### config.mk
export PLATFORM = sky130hd
export DESIGN_NAME = bit_serial_div
export DESIGN_NICKNAME = d
export VERILOG_FILES = /design/src/rtl/bit_serial_div.sv
export SDC_FILE = /design/constraint.sdc
export NUM_CORES = 1
export LEC_CHECK = 0
export CAP_MARGIN = 20
export CORE_MARGIN = 2
export CORE_UTILIZATION = 55
export DETAILED_ROUTE_END_ITERATION = 16
export HOLD_SLACK_MARGIN = 0.12
export PLACE_DENSITY = 0.78
export SETUP_SLACK_MARGIN = 0.1
export SLEW_MARGIN = 10
export SYNTH_ARGS = -nofsm -noshare
export SYNTH_HDL_FRONTEND = slang
export SYNTH_SLANG_ARGS = --single-unit
### constraint.sdc
create_clock -name clk -period 7.17 [get_ports clk]
set_input_delay 1.434 -clock clk [delete_from_list [all_inputs] [get_ports clk]]
set_output_delay 1.434 -clock clk [all_outputs]
set_load 0.02 [all_outputs]
### src/rtl/bit_serial_div.sv
// Multi-cycle signed divider: one restoring-division quotient bit per clock on operand magnitudes.
// Optional macro DIV_ERROR_FLAGS_EN adds an `error` output flagging divide-by-zero and overflow.
module bit_serial_div #(
   parameter int WIDTH = 8
) (
   input  logic                    clk,
   input  logic                    rst,
   input  logic signed [WIDTH-1:0] in_n,
   input  logic signed [WIDTH-1:0] in_d,
   input  logic                    start,
   output logic signed [WIDTH-1:0] quotient,
   output logic signed [WIDTH-1:0] remainder,
   output logic                    finished
`ifdef DIV_ERROR_FLAGS_EN
   ,
   output logic                    error
`endif
);

   localparam int CNT_W = $clog2(WIDTH);
   localparam logic [CNT_W-1:0] CNT_LAST = CNT_W'(WIDTH - 1);
   localparam logic [CNT_W-1:0] CNT_ONE  = CNT_W'(1);
   localparam logic [WIDTH-1:0] ONE      = WIDTH'(1);
   localparam logic signed [WIDTH-1:0] MAX_V = {1'b0, {(WIDTH-1){1'b1}}};
   localparam logic signed [WIDTH-1:0] MIN_V = {1'b1, {(WIDTH-1){1'b0}}};
   localparam logic signed [WIDTH-1:0] NEG_ONE = {WIDTH{1'b1}};

   typedef enum logic [1:0] {IDLE, RUN, FIX} state_t;

   state_t                  state;
   logic [CNT_W-1:0]        cnt;
   logic [WIDTH-1:0]        qmag;
   logic [WIDTH-1:0]        dmag;
   logic [WIDTH-1:0]        prem;
   logic signed [WIDTH-1:0] n_orig;
   logic                    sign_q;
   logic                    sign_r;
   logic                    dz;
   logic                    ov;
   logic [WIDTH:0]          prem_sh;
   logic [WIDTH:0]          trial;

   // |MIN| wraps to the same bit pattern, which is the correct unsigned magnitude.
   function automatic logic [WIDTH-1:0] abs_mag(input logic signed [WIDTH-1:0] v);
      logic [WIDTH-1:0] u;
      u = v;
      return v[WIDTH-1] ? (~u + ONE) : u;
   endfunction

   function automatic logic signed [WIDTH-1:0] apply_sign(input logic [WIDTH-1:0] mag,
                                                          input logic neg);
      return neg ? signed'(~mag + ONE) : signed'(mag);
   endfunction

   function automatic logic signed [WIDTH-1:0] fix_quotient(input logic [WIDTH-1:0] qm,
                                                            input logic neg,
                                                            input logic is_dz,
                                                            input logic is_ov,
                                                            input logic signed [WIDTH-1:0] n);
      if (is_dz)
         return n[WIDTH-1] ? MIN_V : MAX_V;
      else if (is_ov)
         return MAX_V;
      else
         return apply_sign(qm, neg);
   endfunction

   function automatic logic signed [WIDTH-1:0] fix_remainder(input logic [WIDTH-1:0] rm,
                                                             input logic neg,
                                                             input logic is_dz,
                                                             input logic is_ov,
                                                             input logic signed [WIDTH-1:0] n);
      if (is_dz)
         return n;
      else if (is_ov)
         return '0;
      else
         return apply_sign(rm, neg);
   endfunction

   // The shifted partial remainder needs WIDTH+1 bits; the kept value always fits WIDTH.
   always_comb begin
      prem_sh = {prem, qmag[WIDTH-1]};
      trial   = prem_sh - {1'b0, dmag};
   end

   always_ff @(posedge clk) begin
      if (rst) begin
         state     <= IDLE;
         cnt       <= '0;
         quotient  <= '0;
         remainder <= '0;
         finished  <= 1'b1;
`ifdef DIV_ERROR_FLAGS_EN
         error     <= 1'b0;
`endif
      end else begin
         case (state)
            IDLE: begin
               if (start) begin
                  qmag     <= abs_mag(in_n);
                  dmag     <= abs_mag(in_d);
                  n_orig   <= in_n;
                  sign_q   <= in_n[WIDTH-1] ^ in_d[WIDTH-1];
                  sign_r   <= in_n[WIDTH-1];
                  dz       <= (in_d == '0);
                  ov       <= (in_n == MIN_V) && (in_d == NEG_ONE);
                  prem     <= '0;
                  cnt      <= '0;
                  finished <= 1'b0;
                  state    <= RUN;
               end
            end
            RUN: begin
               if (!trial[WIDTH]) begin
                  prem <= trial[WIDTH-1:0];
                  qmag <= {qmag[WIDTH-2:0], 1'b1};
               end else begin
                  prem <= prem_sh[WIDTH-1:0];
                  qmag <= {qmag[WIDTH-2:0], 1'b0};
               end
               cnt <= cnt + CNT_ONE;
               if (cnt == CNT_LAST)
                  state <= FIX;
            end
            FIX: begin
               quotient  <= fix_quotient(qmag, sign_q, dz, ov, n_orig);
               remainder <= fix_remainder(prem, sign_r, dz, ov, n_orig);
`ifdef DIV_ERROR_FLAGS_EN
               error     <= dz | ov;
`endif
               finished  <= 1'b1;
               state     <= IDLE;
            end
            default: begin
               finished <= 1'b1;
               state    <= IDLE;
            end
         endcase
      end
   end

endmodule

==> impl_metrics.json, run 1 <==
{
  "maxSlewViolCount": 0,
  "finalCritPeriodShare_pct": 43.3,
  "avgViaCountPerCell": 5.82,
  "die-height_microns": 80.0,
  "hp-class": "flop to flop",
  "port_buffers": 35,
  "post_drt_wl_per_cell_microns": 15.9,
  "power-per-cell-area_nw_per_um2": 206,
  "drive_above_1_share_pct": 8.31,
  "crit_family": "buffers and inverters",
  "synthCells": 319,
  "rsz0062_at_grt": "no",
  "syn_area_per_cell_sq_um": 9.95,
  "ys.flop_type": "edfxtp_1",
  "synth_most_common_cell": "edfxtp_1",
  "ant_nets": 0,
  "htreeDepth": 3,
  "critical_path_class": "input pin to flop",
  "post-cts-setup-buffer-count": 0,
  "min_from": "quotient[0]$_SDFFE_PP0N_",
  "antenna_found_initial": 0,
  "hold_ws_ns": 0.453,
  "detail_route.iter0.violations": 163,
  "synthTopCellsByCount": "edfxtp_1, nand2_1, nor2_1, o21ai_0, dfxtp_1",
  "synth_edf_count": 35,
  "postLayoutCoreUtil_pct": 68.2,
  "ys_seq_area_share_pct": 47.0,
  "via_count": 2518,
  "cpMaxStageDelayCell": "clkdlybuf4s50_1",
  "fin_nets": 391,
  "grt_pass1_vias": 2459,
  "synth_area_leader_cell": "edfxtp_1",
  "setup_viol": 0,
  "drc": 0,
  "critPathMaxFanout": 23,
  "syn_nets": 354,
  "mappedNetlistArea_sq_um": 3180,
  "max_cap_viol_count": 0,
  "root_buffer": "clkbuf_8",
  "fin_setup_tns_ns": 0,
  "place.gp.congestion": 0.870,
  "max_stage_delay_ns": 0.82,
  "worst_pin_slew_ns": 0.811,
  "p_total_mw": 0.780,
  "clockBufferDepth": 2,
  "outcome": "complete, no violations",
  "syn_to_final_growth_pct": 19.0,
  "tritoncts": "yes",
  "globalRoute.totalOverflow": 0,
  "async_reset_ff_share_pct": 0,
  "clock_sinks": 57,
  "initial_utilization_pct": 57.3,
  "cp.required_ns": 7.21,
  "grt_max_degree": 27,
  "grt_usage_pct": 23.5,
  "die_w_microns": 80.0,
  "relSlewSlack_pct": 45.7,
  "synth_cell_type_count": 43,
  "max-vdd-ir-drop_v": 0.000138,
  "r2r_start": "qmag[7]$_DFFE_PP_",
  "holdBufCountCts": 0,
  "core_sq_um": 5540,
  "worstPathCellList": "clkdlybuf4s50_1, nor3_2, buf_4",
  "cp.arrival_ns": 3.14,
  "die-area_sq_um": 6400,
  "synthTopCellsByArea": "edfxtp_1, dfxtp_1, ha_1",
  "p_leak_nw": 1.39,
  "post_cts_resized": 0,
  "hold_viol_final": 0,
  "synth_top_area_share_pct": 33.1,
  "clkTransAtPathRegs_ns": 0.06,
  "cts_made_buffers": 9,
  "drt_wl_total_microns": 6870,
  "cp_num_buf_inv": 2,
  "synth-seq-cells": 57,
  "fmax_ghz": 0.322,
  "drtPass1Iterations": 4,
  "cp-end-kind": "flop",
  "layout_min_cycle_time_ns": 3.10,
  "ys_warn_count": 0,
  "ios": 36,
  "grt_first_pass_wirelength_microns": 11300,
  "clk-insertion-delay-late_ns": 0.34,
  "worst_setup_path_start_kind": "input pin",
  "num_antenna_cells": 0,
  "finalClockSkew_ns": 0.00560,
  "startpoint": "rst",
  "hpwl_microns": 5070,
  "rows": 27
}
==> cell usage in the layout, fill, tap and decap left out, types with 5 or more instances in the layout <==
cell,Yosys,layout
clkdlybuf4s50_1,0,35
xnor2_1,15,15
ha_1,15,15
a221oi_1,5,5
inv_1,18,18
nor3_1,15,13
dfxtp_1,22,22
nor2_1,24,24
a211oi_1,6,6
edfxtp_1,35,35
nand2b_1,13,13
or3_1,7,7
o21ai_0,24,24
o31ai_1,10,10
nand4_1,9,9
clkbuf_8,0,10
xor2_1,8,8
a21oi_1,11,11
nand2_1,25,25
==> cell families (layout without fill, tap and decap cells) <==
group | after synthesis | count (layout) | synth area share [%]
flip-flops | 57 | 57 | 47.0
multiplexers | 2 | 2 | 0.749
AND/OR/NAND/NOR | 110 | 110 | 17.4
AO/OA/AOI/OAI | 81 | 81 | 18.2
XOR/XNOR | 23 | 23 | 6.34
buffers and inverters | 30 | 72 | 3.78
adder cells (fa/ha/maj) | 16 | 16 | 6.54
==> layout make-up <==
| class | count | area [sq um] |
|---|---|---|
| Tap cell | 72 | 90.1 |
| Timing Repair Buffer | 38 | 373 |
| Sequential cell | 57 | 1490 |
| Fill cell | 434 | 1760 |
| Inverter | 18 | 67.6 |
| Clock inverter | 2 | 10.0 |
| Multi-Input combinational cell | 232 | 1570 |
| Clock buffer | 14 | 174 |
==> state kept, by name (all words and copies together) (netlist names) <==
register and flops:
quotient 8, state 2, sign_q 1, remainder 8, dmag 8, n_orig 8, dz 1, ov 1
prem 8, cnt 3, finished 1, qmag 8
==> path summary, 6_finish.rpt <==
kind | slack [ns] | end | cells past startpoint
worst min register to register | 0.45 | quotient[0]$_SDFFE_PP0N_ | 2
worst max register to register | 4.34 | qmag[0]$_DFFE_PP_ | 8
worst max-delay path | 4.07 | prem[0]$_SDFFCE_PN0P_ | 3
worst min-delay path | 0.45 | quotient[0]$_SDFFE_PP0N_ | 2
==> worst register-to-register path: stages, from the launching register on <==
cell and delay, ns:
edfxtp_1 0.42, inv_1 0.06, ha_1 0.22, fa_1 0.38
nand2b_1 0.22, a211oi_2 0.29, mux2i_2 0.52, and2_4 0.33
o21ai_0 0.11
==> stage by stage <==
stage | setup slack, ns | std cells | area (sq um)
after floorplan | 3.73 | 319 | 3180
after global placement | 3.40 | 416 | 3590
after detailed placement | 3.69 | 417 | 3600
after CTS | 4.05 | 433 | 3780
after global routing | 3.92 | 433 | 3780
final | 4.07 | 433 | 3780
==> layer usage <==
layer	vias up	share of wire (%)	GRT usage, %
met1	1196	45	28.8
met2	65	48	38.2
met3	11	4.8	8.48
met4	0	1.7	8.64
li1	1246	-	-
met5	-	0	0
==> power breakdown <==
part	internal [mW]	total (mW)	switching, mW
clock network	0.155	0.278	0.122
logic	0.0523	0.121	0.0690
registers	0.366	0.381	0.0145
total	0.574	0.780	0.206
Power figures use the tool's default switching activity.
==> run 2, diff against run 1 <==
clock period = 3 ns   (was 7.17 ns; I/O delays follow)
==> run 2 against run 1 <==
- final cell count grew 0.69%
- clock skew is 0.0024 ns higher
- flip-flop and latch count unchanged
- utilization up 0.11 points
- worst hold slack better by 0.0032 ns
- sequential power grew 140%
- largest cell class unchanged
==> impl_metrics.json, run 2 (synthesis gave the netlist of run 1 again) <==
{
  "cp.required_ns": 3.09,
  "startpoint": "qmag[7]$_DFFE_PP_",
  "internal_power_mw": 1.30,
  "place.gp.congestion": 0.879,
  "layout_min_cycle_time_ns": 2.50,
  "reg2reg_depth": 9,
  "port_buffers": 35,
  "post-cts-setup-buffer-count": 0,
  "layout_setup_ws_ns": 0.499,
  "cp-end-kind": "flop",
  "grt_usage_pct": 25.3,
  "post_cts_resized": 0,
  "fin_nets": 394,
  "rows": 27,
  "die-area_sq_um": 6400,
  "max_stage_delay_ns": 0.40,
  "nFillCells": 460,
  "syn_to_final_growth_pct": 19.2,
  "fin_setup_tns_ns": 0,
  "die-height_microns": 80.0,
  "worst_setup_path_start_kind": "flop",
  "relSlewSlack_pct": 63.9,
  "tritoncts": "yes",
  "rrSetupSlack_ns": 0.50,
  "r2r_start": "qmag[7]$_DFFE_PP_",
  "via_count": 2557,
  "worstPathCellList": "inv_1, ha_1, fa_1, nand2b_1, a211oi_2, mux2i_2, buf_4, and2_4, o21ai_0",
  "avgViaCountPerCell": 5.86,
  "swShare_pct": 29.4,
  "placed_cells": 420,
  "r2r-end": "prem[2]$_SDFFCE_PN0P_",
  "grt_pass1_vias": 2495,
  "worst_pin_slew_ns": 0.540,
  "rsz0062_at_grt": "no",
  "core_sq_um": 5540,
  "die_w_microns": 80.0,
  "drive_above_1_share_pct": 9.89,
  "ant_nets": 0,
  "num_antenna_cells": 0,
  "cp-endpoint": "prem[2]$_SDFFCE_PN0P_",
  "outcome": "complete, no violations",
  "clockBufferDepth": 2,
  "drc": 0,
  "initial_utilization_pct": 57.3,
  "globalRoute.totalOverflow": 0,
  "p_leak_nw": 1.40,
  "grt_first_pass_wirelength_microns": 12200,
  "grt_max_degree": 27,
  "critical_path_class": "flop to flop",
  "hold_viol_final": 0,
  "stdcell_count": 436,
  "hp-class": "flop to flop",
  "setup_viol": 0,
  "hpwl_microns": 5160,
  "cp.arrival_ns": 2.59,
  "detail_route.iter0.violations": 140,
  "dp_slack_ns": 0.525,
  "p_clk_share_pct": 34.3,
  "pwr-share-seq_pct": 49.4,
  "power-per-cell-area_nw_per_um2": 488,
  "holdBufCountCts": 0,
  "maxSlewViolCount": 0,
  "clock_sinks": 57,
  "max_cap_viol_count": 0,
  "net-switching-power_mw": 0.542,
  "htreeDepth": 3,
  "power_frac_comb_pct": 16.3,
  "drt_wl_total_microns": 7150,
  "finalClockSkew_ns": 0.00804,
  "finalCritPeriodShare_pct": 83.4,
  "clkTransAtPathRegs_ns": 0.07,
  "ios": 36,
  "post_drt_wl_per_cell_microns": 16.4,
  "layout_common_cells": "edfxtp_1, clkdlybuf4s50_1, nand2_1, nor2_1, o21ai_0",
  "cts_made_buffers": 9,
  "fmax_ghz": 0.400,
  "drtPass1Iterations": 4,
  "cpMaxStageDelayCell": "edfxtp_1",
  "root_buffer": "clkbuf_8",
  "critPathMaxFanout": 9,
  "clk-insertion-delay-late_ns": 0.35,
  "max-vdd-ir-drop_v": 0.000265,
  "antenna_found_initial": 0
}
## run 2: worst min path at each step
stage	cells after the start	slack, ns	endpoint	startpoint
floorplan	2	0.47	cnt[1]$_SDFFE_PP0P_	cnt[1]$_SDFFE_PP0P_
global placement	2	0.44	quotient[0]$_SDFFE_PP0N_	quotient[0]$_SDFFE_PP0N_
detailed placement	2	0.45	quotient[6]$_SDFFE_PP0N_	quotient[6]$_SDFFE_PP0N_
CTS	2	0.46	quotient[6]$_SDFFE_PP0N_	quotient[6]$_SDFFE_PP0N_
global route	2	0.48	quotient[5]$_SDFFE_PP0N_	quotient[5]$_SDFFE_PP0N_
finish	2	0.46	quotient[2]$_SDFFE_PP0N_	quotient[2]$_SDFFE_PP0N_
## run 2: layout make-up
| type | instances | area, sq um | share of cell area, % |
|---|---|---|---|
| repair buffers | 41 | 395 | 10.4 |
| clock inverters | 7 | 43.8 | 1.16 |
| inverters | 18 | 67.6 | 1.78 |
| well taps | 72 | 90.1 | 2.38 |
| flip-flops and latches | 57 | 1490 | 39.4 |
| multi-input cells | 232 | 1570 | 41.6 |
| clock buffers | 9 | 124 | 3.27 |
## run 2: power by group through the flow
| stage | sequential [mW] | combinational (mW) | clock, mW |
|---|---|---|---|
| after global routing | 0.916 | 0.335 | 0.675 |
| final | 0.912 | 0.301 | 0.633 |
| after CTS | 0.910 | 0.300 | 0.638 |
| after floorplan | 0.915 | 0.209 | 0 |
| after detailed placement | 0.928 | 0.296 | 0 |
| after global placement | 0.926 | 0.285 | 0 |
## run 2: critical path, delay by kind of cell, from the launching register on
family | cells | cell delay (ns)
adder cells (fa/ha/maj) | 2 | 0.60
AND/OR/NAND/NOR | 2 | 0.43
flip-flops | 1 | 0.40
AO/OA/AOI/OAI | 2 | 0.36
buffers and inverters | 2 | 0.23
multiplexers | 1 | 0.22
## run 2: metal layers
layer / track usage (%) / wire length (microns)
met4: 10.3 / 91
met3: 5.54 / 435
met1: 34.1 / 3160
met5: 0 / 0
met2: 39.5 / 3460
## run 2: per-stage QoR
stage | utilization, % | power (mW) | hold WS [ns] | cell area (sq um)
detailed placement | 65.3 | 1.22 | 0.451 | 3620
CTS | 68.3 | 1.85 | 0.462 | 3790
finish | 68.3 | 1.85 | 0.456 | 3790
global placement | 65.3 | 1.21 | 0.439 | 3620
global route | 68.3 | 1.93 | 0.484 | 3790
floorplan | - | 1.12 | 0.469 | 3180
==> run 3, diff against run 2 <==
CORE_UTILIZATION = 51   (was 55)
PLACE_DENSITY = 0.76   (was 0.78)
clock period = 2.1 ns   (was 3 ns; I/O delays follow)
==> run 3 against run 2 <==
- the run now ends with negative setup slack left
- register-to-register slack got worse by 0.62 ns
- routed wire length decreased by 0.42%
- power increased by 51%
- critical endpoint is now prem[7]$_SDFFCE_PN0P_
- highest routed layer unchanged
==> impl_metrics.json, run 3 (synthesis gave the netlist of run 1 again) <==
{
  "layout_setup_ws_ns": -0.119,
  "relSlewSlack_pct": 62.6,
  "top_layer": "met4",
  "cts_made_buffers": 9,
  "critical_path_class": "flop to flop",
  "syn_to_final_growth_pct": 25.9,
  "finalCritPeriodShare_pct": 106,
  "port_buffers": 35,
  "core_sq_um": 5960,
  "drt-met1-wl_microns": 3260,
  "power-per-cell-area_nw_per_um2": 697,
  "fin_nets": 415,
  "clk-insertion-delay-late_ns": 0.34,
  "p_total_mw": 2.79,
  "avgViaCountPerCell": 5.65,
  "failed_checks": "negative setup slack",
  "clkTransAtPathRegs_ns": 0.07,
  "initial_utilization_pct": 53.3,
  "drc": 0,
  "hold_viol_final": 0,
  "postLayoutCoreUtil_pct": 67.1,
  "worst_pin_slew_ns": 0.559,
  "net-switching-power_mw": 0.731,
  "max_cap_viol_count": 0,
  "outcome": "complete, but fails checks",
  "clock_sinks": 57,
  "cp.arrival_ns": 2.30,
  "place.gp.congestion": 0.857,
  "internal_power_mw": 2.06,
  "die-area_sq_um": 6870,
  "drt_wl_total_microns": 7120,
  "dr_wl_met3_microns": 435,
  "worst_setup_path_start_kind": "flop",
  "globalRoute.totalOverflow": 0,
  "grt_max_degree": 27,
  "ant_nets": 0,
  "cp.required_ns": 2.18,
  "tritoncts": "yes",
  "grt_first_pass_wirelength_microns": 11800,
  "root_buffer": "clkbuf_8",
  "rows": 28,
  "finalClockSkew_ns": 0.0112,
  "fmax_ghz": 0.451,
  "detail_route.iter0.violations": 128,
  "pwr-share-seq_pct": 46.2,
  "clockBufferDepth": 2,
  "p_leak_nw": 1.51,
  "maxSlewViolCount": 0,
  "post_drt_wl_per_cell_microns": 15.5,
  "critPathMaxFanout": 4,
  "grt_pass1_vias": 2431,
  "htreeDepth": 3,
  "drtPass1Iterations": 4,
  "grt_usage_pct": 21.9,
  "stdcell_count": 460,
  "cp-end-kind": "flop",
  "swShare_pct": 26.2,
  "p_clk_share_pct": 36.0,
  "via_count": 2597,
  "max-vdd-ir-drop_v": 0.000395,
  "placed_cells": 440,
  "num_antenna_cells": 0,
  "antenna_found_initial": 0,
  "rsz0062_at_grt": "yes",
  "hp-class": "flop to flop",
  "setup_viol": 9,
  "hpwl_microns": 5230,
  "power_frac_comb_pct": 17.8,
  "layout_min_cycle_time_ns": 2.22,
  "die_w_microns": 82.9,
  "drive_above_1_share_pct": 15.3,
  "die-height_microns": 82.9,
  "layout_common_cells": "edfxtp_1, clkdlybuf4s50_1, buf_4, nand2_1",
  "dr_wl_met2_microns": 3300,
  "ios": 36
}
-- run 3: repair_timing --
action,in CTS,in global routing
pin swaps,6,1
gates cloned,1,0
buffers inserted,2,1
resized for setup,0,3
hold buffers,0,0
setup endpoints to repair,9,10
-- run 3: worst paths after layout --
| check | from | endpoint | slack [ns] | cells past startpoint |
|---|---|---|---|---|
| max | dmag[0]$_DFFE_PP_ | prem[7]$_SDFFCE_PN0P_ | -0.12 | 7 |
| min reg2reg | quotient[5]$_SDFFE_PP0N_ | quotient[5]$_SDFFE_PP0N_ | 0.46 | 2 |
| max reg2reg | dmag[0]$_DFFE_PP_ | prem[7]$_SDFFCE_PN0P_ | -0.12 | 7 |
| min | quotient[5]$_SDFFE_PP0N_ | quotient[5]$_SDFFE_PP0N_ | 0.46 | 2 |
-- run 3: area by class of cell --
cell class                 count  area (sq um)
sequential                    57          1490
fill                         498          1960
clock buffer                  13           149
timing repair buffer          61           546
tap                           75          93.8
clock inverter                 3          41.3
inverter                      18          67.6
multi-input combinational    233          1610
-- run 3: through the flow --
| step | hold slack [ns] | setup WS [ns] | area [sq um] | setup TNS (ns) |
|---|---|---|---|---|
| 2_1_floorplan | 0.469 | -0.277 | 3200 | -2.47 |
| 3_3_place_gp | 0.439 | -0.0568 | 3760 | -0.410 |
| 3_5_place_dp | 0.449 | -0.124 | 3760 | -1.20 |
| 4_1_cts | 0.457 | -0.112 | 3980 | -0.913 |
| 5_1_grt | 0.474 | -0.190 | 4000 | -1.52 |
| 6_report | 0.456 | -0.119 | 4000 | -0.871 |
-- run 3: power groups by stage --
| stage | sequential, mW | combinational [mW] | clock [mW] |
|---|---|---|---|
| 2_1_floorplan | 1.31 | 0.304 | 0 |
| 3_3_place_gp | 1.31 | 0.461 | 0 |
| 3_5_place_dp | 1.31 | 0.476 | 0 |
| 4_1_cts | 1.29 | 0.488 | 1.03 |
| 5_1_grt | 1.29 | 0.546 | 1.07 |
| 6_report | 1.29 | 0.496 | 1.00 |
-- run 3: critical path, cell delays in order (launching register included) --
cell      delay, ns
edfxtp_1       0.42
ha_4           0.19
fa_2           0.34
nand2b_4       0.15
a211oi_2       0.22
mux2i_2        0.29
and2_2         0.26
o21ai_0        0.10
-- run 3: per-layer routing --
layer / track usage (%) / vias to the layer above
li1: - / 1299
met1: 28.6 / 1207
met2: 34.5 / 81
met3: 6.16 / 10
met4: 8.49 / 0
met5: 0 / -
==> RTL change (settings of run 3) <==
The 3 states of `state_t` get a one-hot encoding in 3 bits.
--- a/src/rtl/bit_serial_div.sv
+++ b/src/rtl/bit_serial_div.sv
@@ -27,3 +27,3 @@
 
-   typedef enum logic [1:0] {IDLE, RUN, FIX} state_t;
+   typedef enum logic [2:0] {IDLE = 3'b001, RUN = 3'b010, FIX = 3'b100} state_t;
 
Check against the original RTL: same outputs for any inputs over 10 cycles, from zero or initial values and one cycle with rst high; not proved beyond that.
==> RTL change against run 3 <==
  * Global-route usage down 0.23 points
  * Worst setup slack got worse by 0.064 ns
  * Critical path type unchanged
  * Synthesized cell count is 1.6% higher
  * Wire length up 1.6%
  * Non-clock buffer count rose by 6
  * Die area up 2.2%
  * Area after synthesis grew 2.4%
  * The run still ends with setup timing left
  * Sequential cell count grew 1
  * Final area increased by 4.5%
  * Power decreased by 2.1%
==> RTL change: results <==
metrics = {
    "routing": {
        "drt-met1-wl_um": 3280,
        "met2_length_um": 3470,
        "wl_met3_um": 315,
        "vias_per_cell": 5.61,
    },
    "critical_path": {
        "worst_r2r_endpoint": "prem[0]$_SDFFCE_PN0P_",
        "worstPathMaxFanout": 8,
        "r2r_cells": 8,
        "reg2reg_from": "qmag[7]$_DFFE_PP_",
    },
    "timing": {
        "final-setup-viol-count": 9,
        "hold_slack_ns": 0.455,
        "setup_slack_ns": -0.183,
        "worstMarginPinSlew_ns": 0.512,
    },
    "run_status": {
        "violations": "setup timing",
        "outcome": "finished, violations left",
    },
    "placed_design": {
        "place_ws_ns": -0.250,
        "dpl-instance-area_um2": 3940,
        "gp_congestion": 0.867,
    },
    "cells_and_area": {
        "fillers": 499,
        "drive_above_1_share_pct": 17.6,
        "nets": 427,
    },
    "worst_hold_path": {
        "min-delay-start": "quotient[4]$_SDFFE_PP0N_",
        "min_to": "quotient[4]$_SDFFE_PP0N_",
    },
    "power": {
        "power.density_nw_per_um2": 653,
    },
    "logic_synthesis": {
        "synth_seq_cells": 58,
        "ys_top_cells_by_count": "edfxtp_1 (35), nor2_1 (27), dfxtp_1 (23), nand2_1 (23), o21ai_0 (22)",
        "syn_nets": 359,
        "yosys-top-cells-area": "edfxtp_1 (32%), dfxtp_1 (14%), ha_1 (5.8%), xnor2_1 (4.3%), o21ai_0 (3.4%)",
        "synthDistinctLibCells": 48,
        "ys_seq_area_share_pct": 46.5,
    },
    "global_route": {
        "grt_max_degree": 20,
        "grtUsageTotal_pct": 21.6,
        "gr-usage-met3_pct": 4.75,
    },
    "clock_network": {
        "cts.repair.resized": 1,
    },
}
## RTL change: changes by cell type in the layout (fill, tap and decap cells not counted), sizes merged, moves of 2 or more
cell / before / now
a2111oi: 0 / 2
a21oi: 12 / 16
buf: 26 / 32
nand2: 25 / 23
nand3b: 0 / 2
nor2: 24 / 28
nor2b: 4 / 2
o21ai: 24 / 22
o31ai: 10 / 12
or3: 7 / 5
## RTL change: worst max-delay path by stage
stage,slack (ns),start,endpoint,cells after the start
2_1_floorplan,-0.12,qmag[7]$_DFFE_PP_,prem[6]$_SDFFCE_PN0P_,8
3_3_place_gp,-0.21,qmag[7]$_DFFE_PP_,prem[6]$_SDFFCE_PN0P_,8
3_5_place_dp,-0.25,qmag[7]$_DFFE_PP_,prem[5]$_SDFFCE_PN0P_,8
4_1_cts,-0.19,qmag[7]$_DFFE_PP_,prem[4]$_SDFFCE_PN0P_,8
5_1_grt,-0.29,qmag[7]$_DFFE_PP_,qmag[0]$_DFFE_PP_,8
6_report,-0.18,qmag[7]$_DFFE_PP_,prem[0]$_SDFFCE_PN0P_,8
## RTL change: logic make-up after synthesis
kind of cell	count (synthesis)	share of synthesized area, %
buffers and inverters	29	3.39
flip-flops	58	46.5
adder cells (fa/ha/maj)	16	6.39
AND/OR/NAND/NOR	108	16.9
XOR/XNOR	25	6.74
multiplexers	4	1.27
AO/OA/AOI/OAI	84	18.8
## RTL change: final cells by class
| type | instances | area, µm² | area share, % |
|---|---|---|---|
| sequential | 58 | 1510 | 36.2 |
| timing repair buffer | 67 | 616 | 14.7 |
| tap | 77 | 96.3 | 2.31 |
| clock inverter | 3 | 16.3 | 0.389 |
| multi-input combinational | 237 | 1680 | 40.1 |
| clock buffer | 13 | 191 | 4.58 |
| inverter | 19 | 71.3 | 1.71 |
